`src/rtl/ctrl_dispatch_nch.sv`:
```
// N-channel control core: routes decoded instructions into per-channel request FIFOs and
// merges per-channel completions into one completion FIFO through a round-robin arbiter.
module ctrl_dispatch_nch #(
    parameter int unsigned ADDRW       = 24,
    parameter int unsigned OPCODEW     = 2,
    parameter int unsigned NCH         = 4,
    parameter int unsigned REQ_QDEPTH  = 4,
    parameter int unsigned COMP_QDEPTH = 4,
    localparam int unsigned CHW        = (NCH > 1) ? $clog2(NCH) : 1,
    localparam int unsigned INSTRW     = 3 * ADDRW
) (
    input  logic                   clk,
    input  logic                   rst,
    input  logic                   in_valid,
    output logic                   in_ready,
    input  logic [OPCODEW-1:0]     in_opcode,
    input  logic [ADDRW-1:0]       in_key_addr,
    input  logic [ADDRW-1:0]       in_text_addr,
    input  logic [ADDRW-1:0]       in_dest_addr,
    output logic [NCH-1:0]         ch_valid,
    input  logic [NCH-1:0]         ch_ready,
    output logic [NCH*INSTRW-1:0]  ch_instr,
    input  logic [NCH-1:0]         cmp_valid,
    output logic [NCH-1:0]         cmp_ready,
    input  logic [NCH*ADDRW-1:0]   cmp_addr,
    output logic                   out_valid,
    input  logic                   out_ready,
    output logic [ADDRW-1:0]       out_addr,
    output logic [CHW-1:0]         out_ch,
    output logic [7:0]             drop_cnt
);

    localparam int unsigned RPW = $clog2(REQ_QDEPTH);
    localparam int unsigned RCW = $clog2(REQ_QDEPTH + 1);
    localparam int unsigned CPW = $clog2(COMP_QDEPTH);
    localparam int unsigned CCW = $clog2(COMP_QDEPTH + 1);
    localparam int unsigned CEW = ADDRW + CHW;

    // ------------------------------------------------------------------
    // Dispatch and per-channel request FIFOs
    // ------------------------------------------------------------------
    logic [INSTRW-1:0] r_req_mem  [NCH][REQ_QDEPTH];
    logic [RPW-1:0]    r_req_wptr [NCH];
    logic [RPW-1:0]    r_req_rptr [NCH];
    logic [RCW-1:0]    r_req_cnt  [NCH];

    logic [NCH-1:0]    w_sel;
    logic [NCH-1:0]    w_req_full;
    logic [NCH-1:0]    w_req_empty;
    logic [NCH-1:0]    w_req_push;
    logic [NCH-1:0]    w_req_pop;
    logic              w_illegal;
    logic              w_accept;
    logic [7:0]        r_drop_cnt;

    always_comb begin
        w_sel       = '0;
        w_req_full  = '0;
        w_req_empty = '0;
        for (int i = 0; i < NCH; i++) begin
            w_sel[i]       = (32'(in_opcode) == 32'(i));
            w_req_full[i]  = (r_req_cnt[i] == RCW'(REQ_QDEPTH));
            w_req_empty[i] = (r_req_cnt[i] == '0);
        end
        // An opcode with no matching channel selects nothing, so it is always ready.
        w_illegal  = ~|w_sel;
        in_ready   = ~|(w_sel & w_req_full);
        w_accept   = in_valid && in_ready;
        w_req_push = w_accept ? w_sel : '0;
        w_req_pop  = ch_ready & ~w_req_empty;
    end

    always_comb begin
        ch_valid = ~w_req_empty;
        ch_instr = '0;
        for (int i = 0; i < NCH; i++) begin
            if (!w_req_empty[i]) begin
                ch_instr[i*INSTRW +: INSTRW] = r_req_mem[i][r_req_rptr[i]];
            end
        end
    end

    always_ff @(posedge clk) begin
        if (rst) begin
            for (int i = 0; i < NCH; i++) begin
                r_req_wptr[i] <= '0;
                r_req_rptr[i] <= '0;
                r_req_cnt[i]  <= '0;
            end
        end else begin
            for (int i = 0; i < NCH; i++) begin
                if (w_req_push[i]) r_req_wptr[i] <= r_req_wptr[i] + RPW'(1);
                if (w_req_pop[i])  r_req_rptr[i] <= r_req_rptr[i] + RPW'(1);
                if (w_req_push[i] && !w_req_pop[i]) begin
                    r_req_cnt[i] <= r_req_cnt[i] + RCW'(1);
                end else if (!w_req_push[i] && w_req_pop[i]) begin
                    r_req_cnt[i] <= r_req_cnt[i] - RCW'(1);
                end
            end
        end
    end

    always_ff @(posedge clk) begin
        for (int i = 0; i < NCH; i++) begin
            if (w_req_push[i]) begin
                r_req_mem[i][r_req_wptr[i]] <= {in_key_addr, in_text_addr, in_dest_addr};
            end
        end
    end

    always_ff @(posedge clk) begin
        if (rst) begin
            r_drop_cnt <= '0;
        end else if (w_accept && w_illegal && (r_drop_cnt != 8'hFF)) begin
            r_drop_cnt <= r_drop_cnt + 8'd1;
        end
    end

    assign drop_cnt = r_drop_cnt;

    // ------------------------------------------------------------------
    // Round-robin completion arbiter
    // ------------------------------------------------------------------
    logic [CHW-1:0]  r_rr_ptr;
    logic            w_gnt_found;
    logic [CHW-1:0]  w_gnt;
    logic            w_cmp_full;
    logic            w_cmp_empty;
    logic            w_cmp_push;
    logic            w_cmp_pop;
    logic [CEW-1:0]  w_cmp_din;

    always_comb begin
        int unsigned idx;
        idx         = 0;
        w_gnt_found = 1'b0;
        w_gnt       = '0;
        for (int unsigned k = 0; k < NCH; k++) begin
            idx = (32'(r_rr_ptr) + k) % NCH;
            if (!w_gnt_found && cmp_valid[idx]) begin
                w_gnt_found = 1'b1;
                w_gnt       = CHW'(idx);
            end
        end
    end

    always_comb begin
        w_cmp_push = w_gnt_found && !w_cmp_full;
        cmp_ready  = '0;
        if (w_cmp_push) cmp_ready[w_gnt] = 1'b1;
        w_cmp_din  = {cmp_addr[32'(w_gnt)*ADDRW +: ADDRW], w_gnt};
    end

    always_ff @(posedge clk) begin
        if (rst) begin
            r_rr_ptr <= '0;
        end else if (w_cmp_push) begin
            r_rr_ptr <= (w_gnt == CHW'(NCH - 1)) ? '0 : w_gnt + CHW'(1);
        end
    end

    // ------------------------------------------------------------------
    // Completion FIFO
    // ------------------------------------------------------------------
    logic [CEW-1:0] r_cmp_mem [COMP_QDEPTH];
    logic [CPW-1:0] r_cmp_wptr;
    logic [CPW-1:0] r_cmp_rptr;
    logic [CCW-1:0] r_cmp_cnt;

    always_comb begin
        w_cmp_full  = (r_cmp_cnt == CCW'(COMP_QDEPTH));
        w_cmp_empty = (r_cmp_cnt == '0);
        w_cmp_pop   = out_ready && !w_cmp_empty;
        out_valid   = !w_cmp_empty;
        out_addr    = '0;
        out_ch      = '0;
        if (!w_cmp_empty) begin
            {out_addr, out_ch} = r_cmp_mem[r_cmp_rptr];
        end
    end

    always_ff @(posedge clk) begin
        if (rst) begin
            r_cmp_wptr <= '0;
            r_cmp_rptr <= '0;
            r_cmp_cnt  <= '0;
        end else begin
            if (w_cmp_push) r_cmp_wptr <= r_cmp_wptr + CPW'(1);
            if (w_cmp_pop)  r_cmp_rptr <= r_cmp_rptr + CPW'(1);
            if (w_cmp_push && !w_cmp_pop) begin
                r_cmp_cnt <= r_cmp_cnt + CCW'(1);
            end else if (!w_cmp_push && w_cmp_pop) begin
                r_cmp_cnt <= r_cmp_cnt - CCW'(1);
            end
        end
    end

    always_ff @(posedge clk) begin
        if (w_cmp_push) r_cmp_mem[r_cmp_wptr] <= w_cmp_din;
    end

endmodule

```
`config.mk`:
```
export PLATFORM = sky130hd
export DESIGN_NAME = ctrl_dispatch_nch
export DESIGN_NICKNAME = d
export VERILOG_FILES = /design/src/rtl/ctrl_dispatch_nch.sv
export SDC_FILE = /design/constraint.sdc
export NUM_CORES = 1
export LEC_CHECK = 0
export ABC_AREA = 1
export CAP_MARGIN = 20
export CORE_ASPECT_RATIO = 1.25
export CORE_MARGIN = 2
export CORE_UTILIZATION = 49
export CTS_CLUSTER_DIAMETER = 200
export DETAILED_ROUTE_END_ITERATION = 8
export PLACE_DENSITY = 0.7
export SYNTH_ARGS = -nofsm -noshare
export SYNTH_HDL_FRONTEND = slang
export SYNTH_SLANG_ARGS = --single-unit
```
`constraint.sdc`:
```
create_clock -name clk -period 6.2 [get_ports clk]
set_input_delay 0.62 -clock clk [delete_from_list [all_inputs] [get_ports clk]]
set_output_delay 0.62 -clock clk [all_outputs]
set_load 0.05 [all_outputs]
```
## Yosys cells after proc, flatten, opt, wreduce, memory -nomap -nowiden

Memory sizes are Yosys's and may differ from the RTL's. A register that Yosys moved wholly into a read port is not among the register bits.
Cells that the tools add are included.

| cells by class | value |
|---|---|
| bitwise operators | 27 |
| add/subtract/negate cells | 25 |
| order comparisons | 18 |
| eq/ne operators | 10 |
| shifts and indexed selects | 1 |
| multiplexer cells | 136 |
| multiply operators | 1 |
| reductions and logical operators | 52 |

Operators with widths:

| kind | number |
|---|---|
| 2-to-1 mux 288 bit | 10 |
| 2-to-1 mux 72 bit | 16 |
| OR reduction 288 bit | 3 |
| binary-select mux 72 bit (select 2 bit) | 4 |
| demux 72 bit (select 2 bit) | 4 |
| variable part select 96 x 8 -> 24 bit | 1 |
| 2-to-1 mux 1 bit | 65 |
| 2-to-1 mux 2 bit | 19 |
| 2-to-1 mux 3 bit | 10 |
| adder 2 x 1 -> 2 bit, second input constant | 12 |
| >= comparator 3 bit, second input constant | 8 |
| 2-to-1 mux 24 bit | 1 |
| inverter 2 -> 3 bit | 8 |
| logical AND 1 bit | 23 |
| zero test 1 bit | 17 |
| bitwise OR 1 bit | 16 |
| adder 3 x 1 -> 3 bit, second input constant | 5 |
| == test 3 bit, second input constant | 5 |
| zero test 3 bit | 5 |
| < comparator 2 x 3 -> 1 bit, second input constant | 5 |
| subtractor 3 x 1 -> 3 bit, second input constant | 5 |
| < comparator 3 x 1 -> 1 bit, second input constant | 4 |
| adder 8 x 1 -> 8 bit, second input constant | 1 |
| bitwise AND 4 bit | 2 |
| other kinds (13) | 21 |

| storage, ports and cells | value |
|---|---|
| memories kept | 5 |
| register bits after elaboration | 17 |
| word-level logic and storage cells | 280 |
| RAM bits | 1,284 |

Memories:

| memory | words | width | read ports | clocked after memory_dff | wr ports | line | text |
|---|---|---|---|---|---|---|---|
| r_req_mem | 4 | 288 | 4 | 0 | 1 | 42 | `logic [INSTRW-1:0] r_req_mem [NCH][REQ_QDEPTH];` |
| r_cmp_mem | 4 | 26 | 1 | 1 | 1 | 165 | `logic [CEW-1:0] r_cmp_mem [COMP_QDEPTH];` |
| r_req_cnt | 4 | 3 | 4 | 0 | 4 | 45 | `logic [RCW-1:0] r_req_cnt [NCH];` |
| r_req_rptr | 4 | 2 | 4 | 0 | 4 | 44 | `logic [RPW-1:0] r_req_rptr [NCH];` |
| r_req_wptr | 4 | 2 | 4 | 0 | 4 | 43 | `logic [RPW-1:0] r_req_wptr [NCH];` |

## Logic depth before layout (Yosys ltp)

| depth | value |
|---|---|
| depth after elaboration | 17 |
| gate-level depth with buffers | 18 |

## Least setup slack after synthesis

Ideal clock, no wire load.

| timing path | value |
|---|---|
| path kind | in2reg |
| from | input in_opcode[0] |
| to | memory r_req_mem[3][0] in the netlist's numbering (enable) |
| library setup time | 0.503 ns |
| arrival | 4.866 ns |
| data required time | 5.697 ns |
| slack | 0.831 ns |
| stages on the path | 7 |
| buffers on the path | 0 |
| cell sequence | nand2_1 inv_1 nand3_1 nand2_1 nor2_2 nand3_1 nor2_1 |

| between the ends | value |
|---|---|
| word-level cells in the longest chain between the ends | 12 |
| elaborated cells on any way between the ends | 26 |

Ends and longest elaborated chain:

| what | line | text |
|---|---|---|
| start: declaration | 16 | `input logic [OPCODEW-1:0] in_opcode,` |
| == test 2 x 1 -> 1 bit (tied with other cells) | 61 | `w_sel[i] = (32'(in_opcode) == 32'(i));` |
| bitwise AND 4 bit (*) | 67 | `in_ready = ~\|(w_sel & w_req_full);` |
| OR reduction 4 bit (*) | 67 |  |
| zero test 1 bit (*) | 67 |  |
| net in_ready | 15 | `output logic in_ready,` |
| logical AND 1 bit (*) | 68 | `w_accept = in_valid && in_ready;` |
| 2-to-1 mux 4 bit (*) | 69 | `w_req_push = w_accept ? w_sel : '0;` |
| 2-to-1 mux 1 bit | 105 | `if (w_req_push[i]) begin` |
| 2-to-1 mux 288 bit (implied by the code) | 106 | `r_req_mem[i][r_req_wptr[i]] <= {in_key_addr, in_text_addr, in_dest_addr};` |
| OR reduction 288 bit (no source line) | - |  |
| 2-to-1 mux 2 bit (no source line) or 2-to-1 mux 288 bit (tied branches) (3 in a row) | - |  |
| end: declaration | 42 |  |

The timed path passes the listed nets; every way through them passes the cells marked *.

## Final worst setup path

| timing path | value |
|---|---|
| from | register r_rr_ptr[0] |
| to | output cmp_ready[0] |

| between the ends | value |
|---|---|
| word-level cells in the longest chain between the ends | 17 |
| elaborated cells on any way between the ends | 32 |

Ends and longest elaborated chain:

| what | line | text |
|---|---|---|
| start: declaration | 124 | `logic [CHW-1:0] r_rr_ptr;` |
| start signal: assignment | 158 | `r_rr_ptr <= (w_gnt == CHW'(NCH - 1)) ? '0 : w_gnt + CHW'(1);` |
| branches (longest 16 deep; another with < comparator 2 x 3 -> 1 bit) | - |  |
| 2-to-1 mux 4 bit (*) | 150 | `if (w_cmp_push) cmp_ready[w_gnt] = 1'b1;` |
| end: declaration | 24 | `output logic [NCH-1:0] cmp_ready,` |

Every way passes the cells marked *. The select of a mux whose other input is x is not followed.

==> flow_metrics.py <==
metrics = {
    "run_status": {
        "outcome": "finished, final reports clean",
    },
    "detailed_routing": {
        "viasPerCell": 5.53,
        "wl_per_cell_um": 22.6,
        "first_iter_violations": 3330,
        "vias": 35000,
        "firstDrtPassIters": 6,
        "routed_wl_um": 143000,
        "drc": 0,
        "ant_nets": 0,
    },
    "floorplanning": {
        "dieWidth_um": 297,
        "dieArea_um2": 110000,
        "io_pins": 514,
        "core-area_um2": 106000,
        "initial_core_util_pct": 49.3,
        "std_cell_rows": 134,
        "die_h_um": 370,
    },
    "cells_and_area": {
        "multi_input_area_um2": 12000,
        "area_growth_syn_to_layout_pct": 20.0,
        "fin_cells": 6337,
        "fill_cells": 8193,
        "layout-drive-gt1-share_pct": 6.30,
        "area.sequential_um2": 38900,
        "fin_nets": 5015,
    },
    "placed_design": {
        "dp_hpwl_um": 86900,
        "dp.cells": 6106,
        "portBuffers": 513,
        "gp_congestion": 0.932,
    },
    "global_route": {
        "grt_pass1_vias": 33700,
        "grt_pass1_wl_um": 211000,
        "antenna_found_initial": 3,
        "grt_max_degree": 147,
        "grt_usage_pct": 25.6,
        "overflow": 0,
    },
    "worst_setup_path": {
        "path_cells": "inv_2 > nand2_1 > nand3_1 > nand2_1 > inv_1 > nand3_2 > nand2_4 > nand2_2 > buf_4 > ha_1 > inv_1 > nor2_1 > clkdlybuf4s50_1",
        "required_ns": 5.58,
        "setup.worst_path.start_class": "flop",
        "crit_path_start": "r_rr_ptr[0]",
        "rr_startpoint": "r_req_cnt[3][0]",
        "endpoint_kind": "output port",
        "crit_fanout": 49,
        "crit_path_top_delay_cell": "clkdlybuf4s50_1",
        "crit_end": "cmp_ready[0]",
        "cp.arrival_ns": 4.47,
        "path_class": "reg2out",
        "r2r_slack_ns": 2.78,
        "max_stage_delay_ns": 0.83,
        "reg2reg_to": "r_req_mem[3][283]",
        "ff2ff_path_depth": 8,
    },
    "pwr": {
        "p_leak_uw": 0.0216,
        "clockPowerShare_pct": 28.5,
        "swShare_pct": 34.4,
        "combPwrFrac_pct": 28.4,
        "power_density_nw_per_um2": 392,
        "vdd_drop_max_uv": 385,
        "power.internal_uw": 16200,
        "p_sw_uw": 8490,
        "pwr-share-seq_pct": 43.1,
    },
    "sta": {
        "post-route-min-period_ns": 5.09,
        "finalMaxSlewViolations": 0,
        "finClkSkew_ns": 0.0455,
        "fin_hold_ws_ns": 0.419,
        "hold_viol": 0,
        "rsz0062_at_grt": "false",
        "setup_viol": 0,
        "worstMarginPinSlew_ns": 1.11,
        "max_freq_mhz": 197,
        "tns_ns": 0,
        "period_share_pct": 82.0,
        "slew_headroom_pct": 26.3,
    },
    "yosys": {
        "yosys-top-cells-area": "edfxtp_1, nor2_1, o21ai_0",
        "yosysSeqAreaShare_pct": 74.2,
        "synth.net_count": 4572,
        "syn_inst": 4358,
        "yosys_warnings": 0,
        "synth_area_per_cell_um2": 12.0,
        "synth.distinct_cells": 34,
        "yosys.area.top_type": "edfxtp_1",
        "synth_top_area_share_pct": 73.5,
        "synth.ff_latch_count": 1303,
        "synth_area_um2": 52500,
    },
    "min_path": {
        "min_path_cells": 2,
        "min_path_type": "reg2reg",
    },
    "flow_run": {
        "maxCapViolations": 0,
    },
    "clock_tree": {
        "cts_tree": "yes",
        "clk_latency_ns": 0.76,
        "cts-buffers-inserted": 120,
        "cts_num_sinks": 1303,
        "htreeDepth": 3,
        "cts_buffer_depth": 3,
        "cts_hold_buf": 0,
        "cts_resized": 0,
        "post-cts-setup-buffers": 0,
        "cts.clk_slew.worst_paths_ns": 0.06,
        "cts-root-buf": "clkbuf_16",
    },
}
[power groups by stage]
| stage | clock network (µW) | logic (µW) | registers [µW] |
|---|---|---|---|
| floorplan | 0 | 4520 | 10800 |
| global placement | 0 | 6940 | 10800 |
| detailed placement | 0 | 7000 | 10800 |
| CTS | 7140 | 7030 | 10600 |
| global route | 7480 | 7480 | 10700 |
| finish | 7040 | 7020 | 10600 |
[sequential cells by signal (all words and copies together) (netlist names), named ones only]
| signal | flops |
|---|---|
| r_req_mem | 1152 |
| r_cmp_rptr | 2 |
| r_rr_ptr | 2 |
| r_cmp_wptr | 2 |
| r_req_wptr | 8 |
| r_req_rptr | 8 |
| drop_cnt | 8 |
| r_cmp_cnt | 3 |
| r_cmp_mem | 104 |
| r_req_cnt | 12 |
[cell usage after synthesis]
cell type	n
inv_1	178
buf_1	14
nor3_2	2
buf_4	1
xnor2_1	1
inv_2	11
clkinv_1	1
nand2_1	141
nor2_1	1313
a21boi_1	3
o21ai_0	637
clkbuf_1	221
a21oi_1	328
nand4_1	3
nand2_2	5
nor2_8	1
nor2_2	4
a21oi_2	1
xor2_1	4
nand3_2	27
buf_6	4
nor3_1	4
fa_1	4
dfxtp_1	19
buf_2	12
nand3_1	89
nor3b_1	4
o21ai_2	1
nand2_4	4
buf_8	3
nor2_4	2
mux2i_1	4
edfxtp_1	1284
ha_1	28
[cell type report]
class	instances	area share, %
clock inverter	68	0.888
sequential	1303	61.8
multi-input combinational	2610	19.0
inverter	190	1.16
clock buffer	156	5.05
timing repair buffer	576	9.22
tap	1428	2.84
antenna	6	0.0238
[layout by cell type, fill, tap and decap left out, types with 5 or more instances in the layout]
cell type and count:
nand3_1 89, inv_1 178, clkinv_1 25, edfxtp_1 1284, a21oi_1 328, clkbuf_16 121, nand2_2 5, clkinv_2 27
nor2_4 25, diode_2 6, o21ai_0 637, buf_12 16, ha_1 28, nand3_2 27, nand2_1 141, nor2_1 1292
buf_4 47, bufinv_16 5, dfxtp_1 19, clkbuf_1 33, clkdlybuf4s50_1 513
[routing by layer]
layer	vias to the layer above	wire, µm	track usage (%)
met5	-	0	0
met4	0	5570	11.2
met3	271	10800	4.37
met2	1511	70200	43.0
met1	17200	56500	33.0
li1	16100	-	-
[logic make-up after synthesis]
| group | Yosys count | share of synthesized area (%) |
|---|---|---|
| XOR/XNOR | 5 | 0.0834 |
| adder cells (fa/ha/maj) | 32 | 0.820 |
| buffers and inverters | 445 | 3.34 |
| multiplexers | 4 | 0.0763 |
| AND/OR/NAND/NOR | 1599 | 12.2 |
| AO/OA/AOI/OAI | 970 | 9.28 |
| flip-flops | 1303 | 74.2 |
[worst min path at each step]
| stage | start | endpoint | slack, ns |
|---|---|---|---|
| floorplan | r_cmp_rptr[1] | flop | 0.44 |
| global placement | drop_cnt[4] | drop_cnt[4] | 0.41 |
| detailed placement | drop_cnt[5] | drop_cnt[5] | 0.41 |
| CTS | drop_cnt[3] | drop_cnt[3] | 0.42 |
| global route | drop_cnt[5] | drop_cnt[5] | 0.44 |
| finish | drop_cnt[3] | drop_cnt[3] | 0.42 |
[through the flow]
stage               util, %  cell area [µm²]  setup slack [ns]  total power (µW)
CTS                    59.1            62900              1.06             24800
detailed placement     55.6            59200              1.54             17800
finish                 59.2            63000              1.11             24700
global placement       55.6            59200              1.48             17700
global route           59.1            63000             0.837             25600
floorplan                 -            52500             0.831             15300
[critical path: cells and delay by family (launching register included)]
family,cells,cell delay (ns)
buffers and inverters,5,1.58
and+or+nand+nor,7,1.30
DFF,1,0.65
adders and majority gates,1,0.21
Note: power is estimated with default switching activity, not from simulation.
